File: config.mk
export PLATFORM = sky130hd
export DESIGN_NAME = call_stack_ctrl_flat
export DESIGN_NICKNAME = d
export VERILOG_FILES = /design/src/rtl/call_stack_ctrl_if.sv /design/src/rtl/call_stack_ctrl.sv /design/src/flat_wrapper.sv
export SDC_FILE = /design/constraint.sdc
export NUM_CORES = 1
export LEC_CHECK = 0
export ABC_AREA = 1
export CAP_MARGIN = 20
export CORE_MARGIN = 5
export CORE_UTILIZATION = 35
export DETAILED_ROUTE_END_ITERATION = 12
export HOLD_SLACK_MARGIN = 0.12
export PLACE_DENSITY = 0.59
export SYNTH_ARGS = -nofsm -noshare
export SYNTH_HDL_FRONTEND = slang
export SYNTH_SLANG_ARGS = --single-unit
File: constraint.sdc
create_clock -name clk -period 2.67 [get_ports clk]
set_clock_uncertainty 0.15 [all_clocks]
set_input_delay 0.534 -clock clk [delete_from_list [all_inputs] [get_ports clk]]
set_output_delay 0.534 -clock clk [all_outputs]
set_load 0.03 [all_outputs]
File: src/rtl/call_stack_ctrl_if.sv
// Handshake/bus bundle for call_stack_ctrl.
// master: request side (enable, call/ret/irq requests, clr_fault, offset);
//         observes pc, level, top, busy, irq_ack, fault, fault_code.
// slave:  the controller itself, the mirror image of master.
interface call_stack_ctrl_if #(
  parameter int unsigned PC_W  = 11,
  parameter int unsigned OFS_W = 10
);
  logic             enable;
  logic             call_req;
  logic             ret_req;
  logic             irq_req;
  logic             clr_fault;
  logic [OFS_W-1:0] offset;
  logic [PC_W-1:0]  pc;
  logic [2:0]       level;
  logic [PC_W-1:0]  top;
  logic             busy;
  logic             irq_ack;
  logic             fault;
  logic [1:0]       fault_code;

  modport master (
    output enable, call_req, ret_req, irq_req, clr_fault, offset,
    input  pc, level, top, busy, irq_ack, fault, fault_code
  );

  modport slave (
    input  enable, call_req, ret_req, irq_req, clr_fault, offset,
    output pc, level, top, busy, irq_ack, fault, fault_code
  );
endinterface

File: src/rtl/call_stack_ctrl.sv
// Program-counter sequencer with a small hardware return stack.
// Ports:
//   clk   - sole clock, rising edge
//   rst_n - synchronous active-low reset, overrides everything
//   bus   - call_stack_ctrl_if.slave: enable, call/ret/irq requests, clr_fault,
//           signed offset in; pc, level, top, busy, irq_ack, fault, fault_code out
// One request per RUN cycle (irq > ret > call); each accepted request is followed
// by a single BUBBLE cycle. Overflow/underflow parks the block in FAULT until
// clr_fault or reset.
module call_stack_ctrl #(
  parameter int unsigned     PC_W    = 11,
  parameter int unsigned     OFS_W   = 10,
  parameter int unsigned     DEPTH   = 4,
  parameter logic [PC_W-1:0] IRQ_VEC = 11'h7F0
) (
  input logic              clk,
  input logic              rst_n,
  call_stack_ctrl_if.slave bus
);

  localparam int unsigned IDX_W   = (DEPTH > 1) ? $clog2(DEPTH) : 1;
  localparam logic [2:0]  DEPTH_L = 3'(DEPTH);

  typedef enum logic [1:0] {StRun, StBubble, StFault} state_e;

  state_e          state_q;
  logic [PC_W-1:0] pc_q;
  logic [2:0]      level_q;
  logic [PC_W-1:0] stack_q [DEPTH];
  logic            irq_ack_q;
  logic [1:0]      fault_code_q;

  logic [IDX_W-1:0] push_idx;
  logic [IDX_W-1:0] top_idx;
  logic [PC_W-1:0]  ofs_ext;
  logic             full;
  logic             empty;

  // Entries live at [0 .. level-1]; the next push lands at index level.
  assign push_idx = IDX_W'(level_q);
  assign top_idx  = IDX_W'(level_q - 3'd1);
  assign full     = (level_q == DEPTH_L);
  assign empty    = (level_q == 3'd0);
  // Casting the signed offset to the wider pc width sign-extends it.
  assign ofs_ext  = PC_W'($signed(bus.offset));

  always_ff @(posedge clk) begin
    if (!rst_n) begin
      state_q      <= StRun;
      pc_q         <= '0;
      level_q      <= '0;
      irq_ack_q    <= 1'b0;
      fault_code_q <= 2'b00;
      for (int i = 0; i < DEPTH; i++) stack_q[i] <= '0;
    end else if (!bus.enable) begin
      // Frozen, but the acknowledge pulse must not linger across a stall.
      irq_ack_q <= 1'b0;
    end else begin
      irq_ack_q <= 1'b0;
      unique case (state_q)
        StRun: begin
          if (bus.irq_req) begin
            if (full) begin
              fault_code_q <= 2'b11;
              state_q      <= StFault;
            end else begin
              stack_q[push_idx] <= pc_q;
              pc_q              <= IRQ_VEC;
              level_q           <= level_q + 3'd1;
              irq_ack_q         <= 1'b1;
              state_q           <= StBubble;
            end
          end else if (bus.ret_req) begin
            if (empty) begin
              fault_code_q <= 2'b10;
              state_q      <= StFault;
            end else begin
              pc_q             <= stack_q[top_idx] + PC_W'(1);
              stack_q[top_idx] <= '0;
              level_q          <= level_q - 3'd1;
              state_q          <= StBubble;
            end
          end else if (bus.call_req) begin
            if (full) begin
              fault_code_q <= 2'b01;
              state_q      <= StFault;
            end else begin
              stack_q[push_idx] <= pc_q;
              pc_q              <= pc_q + ofs_ext;
              level_q           <= level_q + 3'd1;
              state_q           <= StBubble;
            end
          end else begin
            pc_q <= pc_q + PC_W'(1);
          end
        end
        StBubble: state_q <= StRun;
        StFault: begin
          if (bus.clr_fault) begin
            pc_q         <= '0;
            level_q      <= '0;
            fault_code_q <= 2'b00;
            state_q      <= StRun;
            for (int i = 0; i < DEPTH; i++) stack_q[i] <= '0;
          end
        end
        default: state_q <= StRun;
      endcase
    end
  end

  assign bus.pc         = pc_q;
  assign bus.level      = level_q;
  assign bus.top        = empty ? '0 : stack_q[top_idx];
  assign bus.busy       = (state_q != StRun);
  assign bus.fault      = (state_q == StFault);
  assign bus.irq_ack    = irq_ack_q;
  assign bus.fault_code = fault_code_q;

endmodule

File: src/flat_wrapper.sv
// flat-port wrapper written by rule: the top's interface ports become plain ports
module call_stack_ctrl_flat 
#(
  parameter int unsigned     PC_W    = 11,
  parameter int unsigned     OFS_W   = 10,
  parameter int unsigned     DEPTH   = 4,
  parameter logic [PC_W-1:0] IRQ_VEC = 11'h7F0
)
  (clk, rst_n, bus_enable, bus_call_req, bus_ret_req, bus_irq_req, bus_clr_fault, bus_offset, bus_pc, bus_level, bus_top, bus_busy, bus_irq_ack, bus_fault, bus_fault_code);
  call_stack_ctrl_if #(.PC_W(PC_W), .OFS_W(OFS_W)) bus_i ();
  input logic clk;
  input logic rst_n;
  input wire logic [$bits(bus_i.enable)-1:0] bus_enable;
  input wire logic [$bits(bus_i.call_req)-1:0] bus_call_req;
  input wire logic [$bits(bus_i.ret_req)-1:0] bus_ret_req;
  input wire logic [$bits(bus_i.irq_req)-1:0] bus_irq_req;
  input wire logic [$bits(bus_i.clr_fault)-1:0] bus_clr_fault;
  input wire logic [$bits(bus_i.offset)-1:0] bus_offset;
  output wire logic [$bits(bus_i.pc)-1:0] bus_pc;
  output wire logic [$bits(bus_i.level)-1:0] bus_level;
  output wire logic [$bits(bus_i.top)-1:0] bus_top;
  output wire logic [$bits(bus_i.busy)-1:0] bus_busy;
  output wire logic [$bits(bus_i.irq_ack)-1:0] bus_irq_ack;
  output wire logic [$bits(bus_i.fault)-1:0] bus_fault;
  output wire logic [$bits(bus_i.fault_code)-1:0] bus_fault_code;
  assign bus_i.enable = bus_enable;
  assign bus_i.call_req = bus_call_req;
  assign bus_i.ret_req = bus_ret_req;
  assign bus_i.irq_req = bus_irq_req;
  assign bus_i.clr_fault = bus_clr_fault;
  assign bus_i.offset = bus_offset;
  assign bus_pc = bus_i.pc;
  assign bus_level = bus_i.level;
  assign bus_top = bus_i.top;
  assign bus_busy = bus_i.busy;
  assign bus_irq_ack = bus_i.irq_ack;
  assign bus_fault = bus_i.fault;
  assign bus_fault_code = bus_i.fault_code;
  call_stack_ctrl #(.PC_W(PC_W), .OFS_W(OFS_W), .DEPTH(DEPTH), .IRQ_VEC(IRQ_VEC)) u_core (.clk(clk), .rst_n(rst_n), .bus(bus_i));
endmodule
# After elaboration in Yosys (flattened, before gate mapping)
# Memory sizes are Yosys's and may differ from the RTL's.
# Index checks and enable logic that the tools add are counted.
# word_totals
mem_bits_rw	44
out_inout_bits	30
reg_bits	19
mem_count	1
# memory_table
name	depth	width	read_ports	rd_ports_with_merged_regs	write_ports	line	source
u_core.stack_q	4	11	1	0	4	call_stack_ctrl.sv:29	logic [PC_W-1:0] stack_q [DEPTH];
# classes
reduce_logical	10
bitwise	5
n_eq_ne	10
add_sub_neg	5
muxes	67
# ops
operator	count
11-bit two-way mux	15
1-bit two-way mux	28
2-bit two-way mux	14
11-bit by 1-bit adder with 11-bit output, second input constant	2
11-bit one-hot mux with 2 select lines	1
11-bit OR reduction	2
3-bit two-way mux	6
4-bit inequality test, second input constant	3
11-bit adder	1
2-bit one-hot mux with 2 select lines	2
7-bit AND reduction	1
3-bit by 2-bit inequality test with 1-bit output, second input constant	2
3-bit one-hot mux with 2 select lines	1
6-bit AND reduction	1
1-bit bitwise OR	5
5-bit AND reduction	1
4-bit by 3-bit inequality test with 1-bit output, second input constant	1
2-bit nonzero test	2
3-bit by 1-bit adder with 3-bit output, second input constant	1
3-bit == test, second input constant	1
3-bit zero test	1
3-bit inequality test, second input constant	1
3-bit AND reduction	1
3-bit by 1-bit subtractor with 3-bit output, second input constant	1
3 further kinds	3

# Depth between registers and ports, before layout
# logic_depth
depth_word	13
ltp_mapped	17

# Worst setup path after synthesis
# Ideal clock, no wire load.
# synth_timing
path_type	register -> output
from	reg u_core.level_q[0], in the netlist u_core.bus.level[0]
to	out bus_top[10]
stages_incl_launch_ff	11
t_required_ns	1.986
setup_slack_ns	-0.184
arrival_time_ns	2.170
cell_sequence	dfxtp_1 buf_6 inv_8 buf_6 ha_1 inv_2 buf_6 a21oi_1 a32oi_1 inv_1 nor2_1
# synth_via
elab_chain_cells	3
elab_cells_between_ends	4
cone_classes	add/sub (1); mux (1); reduce/logical (1); memory (1)
# synth_rtl
item	line	source
start, declared	call_stack_ctrl.sv:28	logic [2:0] level_q;
start signal, assigned	call_stack_ctrl.sv:69	level_q <= level_q + 3'd1;
start signal, assigned	call_stack_ctrl.sv:80	level_q <= level_q - 3'd1;
start signal, assigned	call_stack_ctrl.sv:90	level_q <= level_q + 3'd1;
3-bit by 1-bit subtractor with 3-bit output	-	
memory read 4 x 11 bit	-	
11-bit two-way mux (*)	call_stack_ctrl.sv:114	assign bus.top = empty ? '0 : stack_q[top_idx];
end, declared	flat_wrapper.sv:21	output wire logic [$bits(bus_i.top)-1:0] bus_top;
# Every way passes the cells marked *; elsewhere a longest branch is shown, timed or not.

# Worst setup path after layout
# layout_timing
from	reg u_core.level_q[1], in the netlist u_core.bus.level[1]
to	out bus_top[10]
# Same word-level chain as after synthesis.

==> impl_results.rst <==
.. list-table::
   :header-rows: 1

   * - Metric
     - Value
   * - Status
     - finished clean
   * - Post-synth EDFFs
     - 44
   * - Multi-input logic area
     - 0.002027 mm²
   * - FF+latch count, synth
     - 63
   * - Final RePlAce weighted congestion
     - 0.8682
   * - Placed Instance Area
     - 0.004905 mm²
   * - Count of synthesis-stage warnings from yosys
     - 0
   * - Worst EP required
     - 1.99 ns
   * - Port Buffers
     - 46
   * - Net switching power figure
     - 1257 µW
   * - Number of maximum-capacitance constraint violations
     - 0
   * - Share of flip-flops with an asynchronous set or reset after synthesis
     - 0
   * - Number of pins with negative max-slew slack in the final report
     - 0
   * - Wire length of the first global-routing pass
     - 18.45 mm
   * - Standby leakage power
     - 0.002383 µW
   * - Vertical die dimension
     - 117.9 µm
   * - Final wirelength
     - 11.06 mm
   * - Yosys cell types
     - 46
   * - Standard cell core area
     - 0.01142 mm²
   * - Clock buffer count from CTS
     - 9
   * - Setup repair after global routing missed its margin
     - no
   * - Setup violations, final
     - 0
   * - Maximum fanout count along the critical path
     - 7
   * - Tightest Pin Transition
     - 0.3481 ns
   * - Number of clock sinks
     - 63
   * - DP HPWL
     - 8.582 mm
   * - Register Area
     - 0.001707 mm²
   * - Combinational fraction of design power
     - 0.321
   * - Kind of cell adding the most delay to the critical path
     - buffers and inverters
   * - Worst-Skew Late Latency
     - 0.33 ns
   * - Most common library cell in the layout ignoring fill and taps
     - sky130_fd_sc_hd__nand2_1
   * - Design internal power
     - 2478 µW
   * - Number of cells in the finished layout apart from fillers
     - 770
   * - Proportion of power drawn by flip-flops and latches
     - 0.313
   * - Via count normalized by instance count
     - 4.926
   * - Number of top-level design ports
     - 47
   * - Post-Layout Inst Area
     - 0.005300 mm²
   * - Kind of critical path
     - flop to output port
   * - Maximum number of pins on one net before global-route repair
     - 28
   * - Antenna fix cells
     - 0
   * - Period utilisation layout
     - 0.9615
   * - Slowest cell on crit path
     - sky130_fd_sc_hd__dfxtp_2
   * - Final count of hold timing violations
     - 0
   * - Leading cell types in the layout, fill and taps excluded
     - 158 x sky130_fd_sc_hd__nand2_1, 70 x sky130_fd_sc_hd__nor2_1, 50 x sky130_fd_sc_hd__inv_1
   * - Remaining max-slew budget at the tightest pin
     - 0.7679
   * - Cell Chain, Critical Path
     - inv_2, ha_4, inv_4, buf_4, a32oi_2, inv_2, nor2_2, buf_4
   * - Total number of vias
     - 3793
   * - Power per Cell Area
     - 704.7 mW/mm²
   * - Standard-cell row count
     - 39
   * - Full die area
     - 0.01389 mm²
   * - Nets
     - 654
   * - Most used flip-flop cell after synthesis
     - sky130_fd_sc_hd__edfxtp_1
   * - Part of the power in the clock network
     - 0.367
   * - Overflow left after global routing
     - 0
   * - Number of global-route vias before repair
     - 3810
   * - 1st-pass router iterations
     - 4
   * - Total power of the final layout
     - 3735 µW
   * - P&R area growth vs syn
     - 30.14%
   * - Number of nets produced by synthesis
     - 574
   * - Number of instances in the synthesized netlist
     - 542
   * - Fraction of layout instances using a drive strength above 1
     - 0.1882
   * - CP startpoint kind
     - flop
   * - Number of antenna violations at the first check in global routing
     - 0
   * - Fraction of the yosys area taken by sequential cells
     - 0.4178
   * - Number of routed nets with antenna violations
     - 0
   * - Worst hold-check path type
     - flop to flop
   * - CTS clk-pin slew, worst paths
     - 0.06 ns
   * - Buffering stage count on the worst path with inverters included
     - 5
   * - Largest stage delay on the critical path
     - 0.35 ns
   * - Worst VDD drop
     - 0.3695 mV
   * - Critical Path Sink Type
     - output port
   * - DR WL/cell
     - 14.36 µm
   * - Chip width
     - 117.9 µm
   * - Initial DRC count
     - 327
   * - Maximum clock frequency
     - 389.5 MHz
   * - Clock tree from TritonCTS
     - done
   * - Initial core utilization
     - 0.3567
   * - Mapped Area
     - 0.004073 mm²
   * - Root Buffer
     - sky130_fd_sc_hd__clkbuf_16
   * - Post-Synthesis Mean Instance Area
     - 7.514 µm²
   * - Number of cells after detailed placement
     - 753
   * - Total routing resource utilization after global routing
     - 0.1618
   * - Max clock buf depth
     - 2
   * - Total of hold buffers inserted after clock tree synthesis
     - 0
   * - Post-route minimum period
     - 2.567 ns
   * - Count of H-tree levels built during CTS
     - 3
   * - Arr. time, crit path
     - 1.88 ns
   * - Switching part of the total power
     - 0.3365
   * - Layout fillers
     - 1160
   * - Detailed-route DRC error count
     - 0
## final timing paths
path         depth (start not counted)                               endpoint                             startpoint  slack, ns
max                                  8                            bus_top[10]       u_core.bus.level[1]$_SDFFE_PN0P_       0.10
min                                  2  u_core.bus.fault_code[0]$_SDFFE_PN0P_  u_core.bus.fault_code[0]$_SDFFE_PN0P_       0.32
min reg2reg                          2  u_core.bus.fault_code[0]$_SDFFE_PN0P_  u_core.bus.fault_code[0]$_SDFFE_PN0P_       0.32
max reg2reg                         14          u_core.bus.pc[4]$_SDFFE_PN0P_       u_core.bus.level[0]$_SDFFE_PN0P_       0.28
## power by group through the flow
| stage | Clock, µW | Combinational [µW] | Sequential (µW) |
|---|---|---|---|
| 4_1_cts | 1370 | 1190 | 1170 |
| 3_3_place_gp | 0 | 1160 | 1190 |
| 5_1_grt | 1420 | 1330 | 1180 |
| 6_report | 1370 | 1200 | 1170 |
| 2_1_floorplan | 0 | 735 | 1230 |
| 3_5_place_dp | 0 | 1170 | 1190 |
## worst min-delay path, cell delays in order, from the launching register on
cell and delay (ns):
sky130_fd_sc_hd__dfxtp_1 0.31, sky130_fd_sc_hd__nand2_1 0.06, sky130_fd_sc_hd__a21oi_1 0.05
## synth_stat cells, types with 2 or more instances
cell / n / area (µm²)
sky130_fd_sc_hd__inv_2: 7 / 26.28
sky130_fd_sc_hd__xor2_1: 4 / 35.03
sky130_fd_sc_hd__buf_6: 5 / 56.30
sky130_fd_sc_hd__dfxtp_1: 19 / 380.4
sky130_fd_sc_hd__clkbuf_1: 4 / 15.01
sky130_fd_sc_hd__xnor2_1: 3 / 26.28
sky130_fd_sc_hd__buf_2: 5 / 25.02
sky130_fd_sc_hd__nor3_1: 2 / 10.01
sky130_fd_sc_hd__a21oi_1: 27 / 135.1
sky130_fd_sc_hd__nand3_2: 3 / 30.03
sky130_fd_sc_hd__o211ai_1: 2 / 15.01
sky130_fd_sc_hd__o22ai_1: 2 / 12.51
sky130_fd_sc_hd__edfxtp_1: 44 / 1321
sky130_fd_sc_hd__nand2_2: 13 / 81.33
sky130_fd_sc_hd__ha_1: 14 / 175.2
sky130_fd_sc_hd__nand2_1: 159 / 596.8
sky130_fd_sc_hd__nor2_2: 3 / 18.77
sky130_fd_sc_hd__o21ai_0: 16 / 80.08
sky130_fd_sc_hd__o21ai_1: 3 / 15.01
sky130_fd_sc_hd__a21oi_2: 3 / 26.28
sky130_fd_sc_hd__nor2_1: 73 / 274.0
sky130_fd_sc_hd__a31oi_1: 2 / 12.51
sky130_fd_sc_hd__nand4_1: 2 / 12.51
sky130_fd_sc_hd__o211a_1: 2 / 20.02
sky130_fd_sc_hd__inv_1: 52 / 195.2
sky130_fd_sc_hd__nor2_4: 3 / 33.78
sky130_fd_sc_hd__nand3_1: 49 / 245.2
sky130_fd_sc_hd__buf_4: 3 / 22.52
## layout make-up
cell class                 count  share of cell area
multi-input combinational    399              0.3824
sequential                    63              0.3220
timing repair buffer          88              0.1518
inverter                      61             0.04509
clock buffer                   9             0.04249
tap                          143             0.03376
clock inverter                 7             0.02243
## repair_timing
item	in CTS	in global routing
gates cloned	0	0
setup endpoints to repair	7	10
gates resized for setup	7	8
setup buffers	0	1
pin swaps	1	3
## stage by stage
step	worst slack, ns	hold WS (ns)	setup TNS, ns	util
detailed placement	-0.3715	0.3123	-1.970	0.4295
finish	0.1028	0.3174	0	0.4642
global placement	-0.3524	0.3071	-1.535	0.4295
global route	0.01152	0.3395	0	0.4642
floorplan	0.007599	0.3698	0	-
CTS	0.001516	0.3212	0	0.4622
## kinds of logic (layout without fill, tap and decap cells)
logic type               count (synthesis)  after routing  share of synthesized area
flip-flops                              63             63                     0.4178
XOR/XNOR                                 7              7                    0.01505
AO/OA/AOI/OAI                           64             64                    0.09248
AND/OR/NAND/NOR                        313            313                     0.3327
buffers and inverters                   80            165                    0.09401
adder cells (fa/ha/maj)                 15             15                    0.04793
## metal layers
layer / up-vias / part of all wire / wire (µm) / track usage
li1: 1924 / - / - / -
met1: 1762 / 0.45 / 4949 / 0.2110
met2: 96 / 0.48 / 5300 / 0.2702
met3: 11 / 0.064 / 710 / 0.04085
met4: 0 / 0.0091 / 101 / 0.03728
met5: - / 0 / 0 / 0
## registers in the layout, summed over array words and instances (netlist names)
signal / flops
u_core.bus.fault_code: 2
u_core.bus.irq_ack: 1
u_core.bus.level: 3
u_core.bus.pc: 11
u_core.stack_q: 44
u_core.state_q: 2
Power figures use the tool's default switching activity.
